**src/rtl/change_dispenser.sv**
```systemverilog
// change_dispenser: pays a requested rupee amount as 3/2/1 coins through a hopper handshake.
// Define CHANGE_DISP_TOTAL_EN to add the saturating paid_total output.
module change_dispenser #(
  parameter int ACK_TIMEOUT = 15,
  parameter int GAP_CYCLES  = 2
) (
  input  logic       clk,
  input  logic       reset,
  input  logic [3:0] change_in,
  input  logic       change_valid,
  input  logic [2:0] hopper_empty,
  input  logic       eject_ack,
  input  logic       fault_clr,
  output logic       eject_valid,
  output logic [1:0] eject_coin,
  output logic       busy,
  output logic       done,
  output logic       fault,
  output logic [3:0] shortfall,
`ifdef CHANGE_DISP_TOTAL_EN
  output logic [7:0] paid_total,
`endif
  output logic       req_dropped
);

  typedef enum logic [2:0] {IDLE, SELECT, EJECT, GAP, FAULT} state_t;

  localparam logic [7:0] LAST_WAIT = 8'(ACK_TIMEOUT - 1);
  localparam logic [3:0] LAST_GAP  = 4'(GAP_CYCLES - 1);

  state_t     state, state_next;
  logic [3:0] remaining, remaining_next;
  logic [1:0] coin, coin_next;
  logic [7:0] wait_cnt, wait_next;
  logic [3:0] gap_cnt, gap_next;
  logic [3:0] short_q, short_next;
  logic       done_next, dropped_next;
  logic [1:0] pick;

  // Coin codes equal the rupee value, so the code doubles as the subtrahend.
  always_comb begin
    pick = 2'd0;
    if (remaining >= 4'd3 && !hopper_empty[2])
      pick = 2'd3;
    else if (remaining >= 4'd2 && !hopper_empty[1])
      pick = 2'd2;
    else if (remaining >= 4'd1 && !hopper_empty[0])
      pick = 2'd1;
  end

  always_comb begin
    state_next     = state;
    remaining_next = remaining;
    coin_next      = coin;
    wait_next      = wait_cnt;
    gap_next       = gap_cnt;
    short_next     = short_q;
    done_next      = 1'b0;
    dropped_next   = change_valid && (state != IDLE);
    case (state)
      IDLE: begin
        if (change_valid && change_in != 4'd0) begin
          remaining_next = change_in;
          state_next     = SELECT;
        end
      end
      SELECT: begin
        if (pick != 2'd0) begin
          coin_next  = pick;
          wait_next  = 8'd0;
          state_next = EJECT;
        end else begin
          short_next = remaining;
          state_next = FAULT;
        end
      end
      EJECT: begin
        // An ack on the final allowed cycle still counts as a successful eject.
        if (eject_ack) begin
          remaining_next = remaining - {2'b00, coin};
          if (remaining == {2'b00, coin}) begin
            done_next  = 1'b1;
            state_next = IDLE;
          end else if (GAP_CYCLES == 0) begin
            state_next = SELECT;
          end else begin
            gap_next   = 4'd0;
            state_next = GAP;
          end
        end else if (wait_cnt == LAST_WAIT) begin
          short_next = remaining;
          state_next = FAULT;
        end else begin
          wait_next = wait_cnt + 8'd1;
        end
      end
      GAP: begin
        if (gap_cnt == LAST_GAP)
          state_next = SELECT;
        else
          gap_next = gap_cnt + 4'd1;
      end
      FAULT: begin
        if (fault_clr) begin
          short_next = 4'd0;
          state_next = IDLE;
        end
      end
      default: state_next = IDLE;
    endcase
  end

  always_ff @(posedge clk or posedge reset) begin
    if (reset) begin
      state       <= IDLE;
      remaining   <= 4'd0;
      coin        <= 2'd0;
      wait_cnt    <= 8'd0;
      gap_cnt     <= 4'd0;
      short_q     <= 4'd0;
      done        <= 1'b0;
      req_dropped <= 1'b0;
    end else begin
      state       <= state_next;
      remaining   <= remaining_next;
      coin        <= coin_next;
      wait_cnt    <= wait_next;
      gap_cnt     <= gap_next;
      short_q     <= short_next;
      done        <= done_next;
      req_dropped <= dropped_next;
    end
  end

  assign busy        = (state == SELECT) || (state == EJECT) || (state == GAP);
  assign eject_valid = (state == EJECT);
  assign eject_coin  = eject_valid ? coin : 2'b00;
  assign fault       = (state == FAULT);
  assign shortfall   = short_q;

`ifdef CHANGE_DISP_TOTAL_EN
  logic [8:0] total_sum;
  assign total_sum = {1'b0, paid_total} + {7'd0, coin};

  always_ff @(posedge clk or posedge reset) begin
    if (reset)
      paid_total <= 8'd0;
    else if (state == EJECT && eject_ack)
      paid_total <= total_sum[8] ? 8'hFF : total_sum[7:0];
  end
`endif

endmodule
```
**config.mk**
```make
export PLATFORM = sky130hd
export DESIGN_NAME = change_dispenser
export DESIGN_NICKNAME = d
export VERILOG_FILES = /design/src/rtl/change_dispenser.sv
export SDC_FILE = /design/constraint.sdc
export NUM_CORES = 1
export LEC_CHECK = 0
export CORE_MARGIN = 4
export CORE_UTILIZATION = 48
export CTS_CLUSTER_SIZE = 12
export DETAILED_ROUTE_END_ITERATION = 10
export PLACE_DENSITY = 0.75
export SETUP_SLACK_MARGIN = 0.4
export SYNTH_ARGS = -nofsm -noshare
export SYNTH_HDL_FRONTEND = slang
export SYNTH_SLANG_ARGS = --single-unit
```
**constraint.sdc**
```tcl
create_clock -name clk -period 1.86 [get_ports clk]
set_clock_uncertainty 0.05 [all_clocks]
set_input_delay 0.372 -clock clk [delete_from_list [all_inputs] [get_ports clk]]
set_output_delay 0.372 -clock clk [all_outputs]
set_load 0.005 [all_outputs]
```
==> results of run 1 <==
-- registers in the layout, indices dropped and copies added, names as in the netlist --
signal and flops:
wait_cnt 8, gap_cnt 4, remaining 4, shortfall 4
state 3, coin 2, done 1, req_dropped 1
-- per-stage QoR --
| step | setup slack [ns] | utilization | hold WS, ns |
|---|---|---|---|
| after global routing | -0.319 | 0.937 | 0.366 |
| after CTS | -0.164 | 0.851 | 0.333 |
| after floorplan | -0.0602 | - | 0.375 |
| final | -0.300 | 0.937 | 0.339 |
| after detailed placement | -0.297 | 0.704 | 0.459 |
| after global placement | -0.223 | 0.704 | 0.453 |
-- final cells by class --
| cell class | count | area (µm²) |
|---|---|---|
| clock inverters | 1 | 7.51 |
| inverters | 17 | 77.6 |
| repair buffers | 100 | 901 |
| well taps | 44 | 55.1 |
| flip-flops and latches | 27 | 677 |
| multi-input cells | 128 | 1190 |
| clock buffers | 3 | 22.5 |
| fillers | 84 | 196 |
| diodes | 1 | 2.50 |
-- final timing paths --
path	startpoint	to	slack, ns	depth (start not counted)
setup / recovery	state[1]	wait_cnt[1]	-0.30	8
min in group clk	change_valid	req_dropped	0.35	3
hold reg to reg	shortfall[3]	shortfall[3]	0.48	2
setup reg to reg	state[1]	wait_cnt[1]	-0.30	8
hold / removal	reset	req_dropped	0.34	3
max in group asynchronous	reset	state[2]	1.13	3
-- power by group through the flow --
stage	logic, mW	clock network (mW)	registers (mW)
3_3_place_gp	2.04	0	0.964
5_1_grt	4.21	0.305	1.04
2_1_floorplan	1.21	0	0.957
6_report	4.07	0.302	1.02
4_1_cts	3.07	0.273	0.972
3_5_place_dp	2.13	0	0.979
-- layout by cell type (no fill, tap or decap), types with 3 or more instances in the layout --
| cell type | synthesis | layout |
|---|---|---|
| buf_4 | 0 | 48 |
| buf_6 | 0 | 31 |
| dfrtp_1 | 27 | 26 |
| inv_1 | 16 | 12 |
| nor2_1 | 19 | 11 |
| nand2_1 | 18 | 11 |
| dlygate4sd2_1 | 0 | 9 |
| o21ai_1 | 1 | 8 |
| nor2_4 | 0 | 7 |
| clkdlybuf4s50_1 | 0 | 7 |
| nand2_2 | 1 | 6 |
| a21oi_2 | 0 | 5 |
| nand3_1 | 7 | 4 |
| a21oi_1 | 10 | 4 |
| ha_1 | 6 | 4 |
| nand2b_1 | 4 | 3 |
| mux2i_1 | 4 | 3 |
| o21ai_2 | 0 | 3 |
| or3_4 | 0 | 3 |
| clkbuf_4 | 0 | 3 |
| buf_2 | 3 | 3 |
-- layer usage --
metal / GRT usage / wire length (µm) / up-vias
met2: 0.544 / 3860 / 228
li1: - / - / 813
met5: 0 / 0 / -
met1: 0.342 / 2870 / 983
met4: 0.0933 / 742 / 0
met3: 0.0256 / 712 / 87
-- cells by family after synthesis --
family	count (synthesis)
flip-flops	27
buffers and inverters	20
AND/OR/NAND/NOR	69
XOR/XNOR	4
adder cells (fa/ha/maj)	7
AO/OA/AOI/OAI	41
multiplexers	7
-- repair_timing --
| item | CTS | global route |
|---|---|---|
| setup buffers | 26 | 14 |
| endpoints found under the setup margin | 36 | 33 |
| pin swaps | 18 | 24 |
| endpoints found under the hold margin | 0 | 0 |
| cloned | 0 | 0 |
| gates resized for setup | 96 | 44 |
-- worst register-to-register path, delay by kind of cell (launching register included) --
kind                   cells  cell delay, ns
AOI/OAI and AO/OA          1            0.13
buffers and inverters      3            0.51
DFF                        1            0.44
muxes                      1            0.36
and+or+nand+nor            3            0.58
==> run_results.csv, run 1 <==
group,metric,value,unit
logic_synthesis,ys_top_cells_by_area,"dfrtp_1 42%, ha_1 4.7%, nor2_1 4.5%",
sta,tns,-2.78,ns
logic_synthesis,ys.flop_type,"dfrtp_1",
logic_synthesis,synth-compound-area-share,0.175,
worst_setup_path,cp_slowest_stage_delay,0.44,ns
global_routing,grt_max_degree,28,
detailed_routing,first_pass_iters,6,
finish,area_growth,83.0,%
sta,clock.fmax,463,MHz
global_routing,grt_pass1_wl,9500,µm
sta,tightestPinTransition,0.454,ns
finish,layout-drive-gt1-share,0.543,
cts,ctsHoldBuffers,0,
logic_synthesis,syn_area,1600,µm²
cts,cts_buffers,3,
sta,hold_violations,0,
worst_hold_path,hold_class,"in -> async",
cts,clk_pin_slew,0.18,ns
worst_setup_path,crit_top_cell,"buf_6",
floorplan,start_util,0.512,
power,p_clk_frac,0.056,
power,p_int,2.96,mW
detailed_routing,routedWlPerCell,25.5,µm
global_routing,antenna_found_initial,1,
run_status,status,"complete, but fails checks",
power,p_comb_frac,0.754,
power,switchingPower,2.44,mW
run,drv_cap,0,
logic_synthesis,syn_inst,175,
logic_synthesis,yosysMostFrequentCell,"dfrtp_1",
logic_synthesis,synth_top_family_by_area,"simple AND/OR/NAND/NOR gates",
finish,finish.instance_area,2930,µm²
floorplan,die_w,65.8,µm
worst_setup_path,path_cells,"buf_6 > nor3b_4 > buf_4 > nand3_4 > o21ai_4 > buf_6 > nand2b_1 > mux2_2",
cts,cts_tree,"built",
logic_synthesis,ys_async_sr_fraction,1.00,
placed_design,placed_cell_area,2200,µm²
placed_design,dp.cells,276,
logic_synthesis,ys_seq_area_frac,0.422,
detailed_routing,via_count,2111,
logic_synthesis,synth_edf_count,0,
detailed_routing,drc_errors,0,
cts,root_buffer,"clkbuf_4",
detailed_routing,wl,8180,µm
logic_synthesis,yosys.area.top_type_share,0.422,
placed_design,gp_congestion,0.834,
logic_synthesis,ys_types,46,
power,p_total,5.40,mW
sta,rsz0062_at_grt,"true",
logic_synthesis,synth_area_leader_cell,"dfrtp_1",
worst_setup_path,critPathKind,"reg -> reg",
cts,htree_levels,1,
sta,max-slew-margin-rel,0.696,
sta,final_max_slew_viol_count,0,
logic_synthesis,synth.area.mux_share,0.0508,
logic_synthesis,synth-xor-area-share,0.0219,
logic_synthesis,ys_ff_latch,27,
detailed_routing,drt_iter0_drc,283,
power,switching_share,0.452,
placed_design,port_buffers,22,
floorplan,die_y,65.8,µm
logic_synthesis,ys_warn_count,0,
worst_setup_path,cp.arrival,2.37,ns
floorplan,fp.dieArea,4320,µm²
sta,setup_slack,-0.300,ns
logic_synthesis,synthAdderAreaFrac,0.0594,
worst_setup_path,critPathCaptureType,"flip-flop",
finish,fin_cells,321,
detailed_routing,viasPerCell,6.58,
logic_synthesis,synthSimpleGateAreaFrac,0.222,
logic_synthesis,synth_common_cells,"27 x dfrtp_1, 19 x nor2_1, 18 x nand2_1",
floorplan,core-area,3130,µm²
power,p_per_area,1840,nW/µm²
worst_setup_path,cp.required,2.07,ns
cts,clk_path_buf_depth,2,
placed_design,post-dp-hpwl,3330,µm
worst_setup_path,worst_setup_path_start_kind,"flip-flop",
sta,setup_violations,22,
power,leakagePower,1.36,nW
power,ir_drop,0.00130,V
global_routing,grt_pass1_vias,1944,
detailed_routing,antenna_left,0,
worst_setup_path,cpLargestDelayFamily,"simple AND/OR/NAND/NOR gates",
sta,min_period_over_period,1.16,
run_status,violations,"setup timing",
sta,min_period,2.16,ns
global_routing,overflow,0,
cts,insertion_delay,0.36,ns
global_routing,grt_usage,0.290,
worst_setup_path,crit_fanout,3,
finish,fin_nets,296,
worst_setup_path,crit_slowest_cell,"dfrtp_1",
worst_setup_path,cp.buffers_inverters,3,
logic_synthesis,synth_fp_nets,194,
floorplan,rows,20,
power,seqPwrFrac,0.190,
cts,clock_sinks,27,
floorplan,pin_count,23,
logic_synthesis,synth_area_per_cell,9.15,µm²
(Power assumes the default switching activity.)
==> run 2: changes to the inputs <==
- CORE_MARGIN: 4 -> default
==> run_results.csv, run 2 (synthesis results as in run 1) <==
group,metric,value,unit
worst_setup_path,cp.arrival,2.43,ns
worst_hold_path,hold_class,"in -> async",
cts,ctsHoldBuffers,0,
power,switching_share,0.460,
sta,clock.fmax,446,MHz
power,seqPwrFrac,0.184,
global_routing,gr-max-usage-layer,"met2",
worst_setup_path,cp_slowest_stage_delay,0.47,ns
finish,largest_register_ffs,8,
finish,layout-drive-gt1-share,0.560,
global_routing,grt_pass1_wl,9290,µm
global_routing,use_met3,0.0628,
worst_setup_path,crit_top_cell,"buf_6",
sta,setup_slack,-0.384,ns
placed_design,post-dp-hpwl,3380,µm
finish,max_flop_register,"wait_cnt",
run_status,status,"complete, but fails checks",
cts,cts_buffers,3,
floorplan,die_y,59.8,µm
power,p_per_area,1880,nW/µm²
sta,min_period,2.24,ns
worst_setup_path,reg2reg_depth,9,
power,p_comb_frac,0.766,
power,p_clk_frac,0.051,
finish,area_growth,86.5,%
sta,final_max_slew_viol_count,0,
floorplan,rows,20,
global_routing,grt_pass1_vias,1878,
detailed_routing,viasPerCell,6.89,
global_routing,overflow,0,
detailed_routing,via_count,2197,
placed_design,gp_congestion,0.869,
worst_setup_path,crit_fanout,6,
power,ir_drop,0.00135,V
finish,fin_nets,295,
run_status,violations,"setup timing",
placed_design,placed_cell_area,2220,µm²
global_routing,use_met1,0.433,
worst_setup_path,crit_slowest_cell,"dfrtp_1",
worst_setup_path,r2r_end,"wait_cnt[2]",
cts,htree_levels,1,
sta,tns,-3.60,ns
power,switchingPower,2.58,mW
placed_design,dp.cells,279,
placed_design,dp_slack,-0.296,ns
run,drv_cap,0,
cts,clk_path_buf_depth,2,
sta,setup_violations,19,
detailed_routing,antenna_left,0,
finish,final_common_cell,"buf_4",
detailed_routing,drt_iter0_drc,258,
placed_design,port_buffers,22,
floorplan,fp.dieArea,3570,µm²
cts,cts_tree,"built",
worst_setup_path,critPathCaptureType,"flip-flop",
floorplan,start_util,0.516,
floorplan,pin_count,23,
detailed_routing,routedWlPerCell,27.7,µm
finish,n_antenna_cell,0,
worst_setup_path,cp.required,2.04,ns
worst_setup_path,worst_setup_path_start_kind,"flip-flop",
detailed_routing,drc_errors,0,
cts,insertion_delay,0.34,ns
worst_setup_path,r2r_start,"wait_cnt[0]",
worst_setup_path,critPathKind,"reg -> reg",
cts,clk_pin_slew,0.17,ns
finish,final_cell_mix,"47 x buf_4, 30 x buf_6, 26 x dfrtp_1, 14 x nand2_1, 13 x inv_1",
power,p_int,3.03,mW
cts,root_buffer,"clkbuf_4",
worst_setup_path,r2r_slack,-0.38,ns
sta,min_period_over_period,1.21,
detailed_routing,first_pass_iters,5,
global_routing,use_met2,0.625,
finish,fin_cells,319,
global_routing,antenna_found_initial,0,
detailed_routing,wl,8840,µm
floorplan,core-area,3100,µm²
worst_setup_path,path_cells,"inv_1 > ha_1 > or3b_4 > o21ai_4 > buf_6 > buf_6 > nor2_4 > xnor2_1 > nor2_1",
global_routing,grt_max_degree,28,
sta,rsz0062_at_grt,"true",
sta,tightestPinTransition,0.411,ns
floorplan,die_w,59.8,µm
cts,clock_sinks,27,
sta,hold_violations,0,
global_routing,grt_usage,0.361,
power,leakagePower,1.41,nW
sta,hold_slack,0.392,ns
sta,max-slew-margin-rel,0.722,
finish,finish.instance_area,2990,µm²
run 2: changes by cell type in the layout (fill, tap and decap cells not counted), moves of 3 or more:
cell / before / now
dlygate4sd2_1: 9 / 4
clkdlybuf4s15_1: 0 / 3
nand2_2: 6 / 1
nand2_1: 11 / 14
o21ai_1: 8 / 4
nor2_2: 1 / 4
run 2: worst max path at each step:
stage                         start      endpoint  slack, ns  depth (start not counted)
floorplan               wait_cnt[0]  shortfall[0]      -0.06                          7
global placement    hopper_empty[1]  shortfall[0]      -0.23                          6
detailed placement        eject_ack      state[1]      -0.30                          7
CTS                     wait_cnt[0]  shortfall[1]      -0.08                          7
global route            wait_cnt[0]  shortfall[3]      -0.46                          8
finish                  wait_cnt[0]   wait_cnt[2]      -0.38                          9
run 2: power groups by stage:
stage          logic [mW]  registers (mW)  clock network (mW)
2_1_floorplan        1.21           0.957                   0
4_1_cts              3.06           0.955               0.267
3_3_place_gp         2.08           0.982                   0
5_1_grt              4.46            1.03               0.309
6_report             4.30            1.03               0.284
3_5_place_dp         2.17           0.995                   0
run 2: final cells by class:
class | count | area [µm²]
fillers | 68 | 116
well taps | 44 | 55.1
inverters | 17 | 78.8
clock inverters | 1 | 5.00
repair buffers | 99 | 913
clock buffers | 3 | 22.5
flip-flops and latches | 27 | 677
multi-input cells | 128 | 1230
run 2: metal layers:
metal  share of wire  wire (µm)
met1            0.33       2920
met4            0.11        981
met3            0.12       1040
met2            0.44       3900
met5               0          0
run 2: what timing repair did:
item | in CTS | in global routing
endpoints found under the hold margin | 0 | 0
pin swaps | 25 | 28
resized for setup | 90 | 59
endpoints found under the setup margin | 36 | 34
setup buffers | 24 | 12
run 2: stage by stage:
step / util / total power, mW
2_1_floorplan: - / 2.16
3_3_place_gp: 0.717 / 3.06
3_5_place_dp: 0.717 / 3.17
4_1_cts: 0.858 / 4.28
5_1_grt: 0.963 / 5.79
6_report: 0.963 / 5.61
run 2: critical path: cells and delay by family (launching register included):
| family | cells | cell delay [ns] |
|---|---|---|
| AND/OR/NAND/NOR | 3 | 0.58 |
| flip-flops | 1 | 0.47 |
| buffers and inverters | 3 | 0.36 |
| AO/OA/AOI/OAI | 1 | 0.27 |
| XOR/XNOR | 1 | 0.23 |
| adder cells (fa/ha/maj) | 1 | 0.17 |
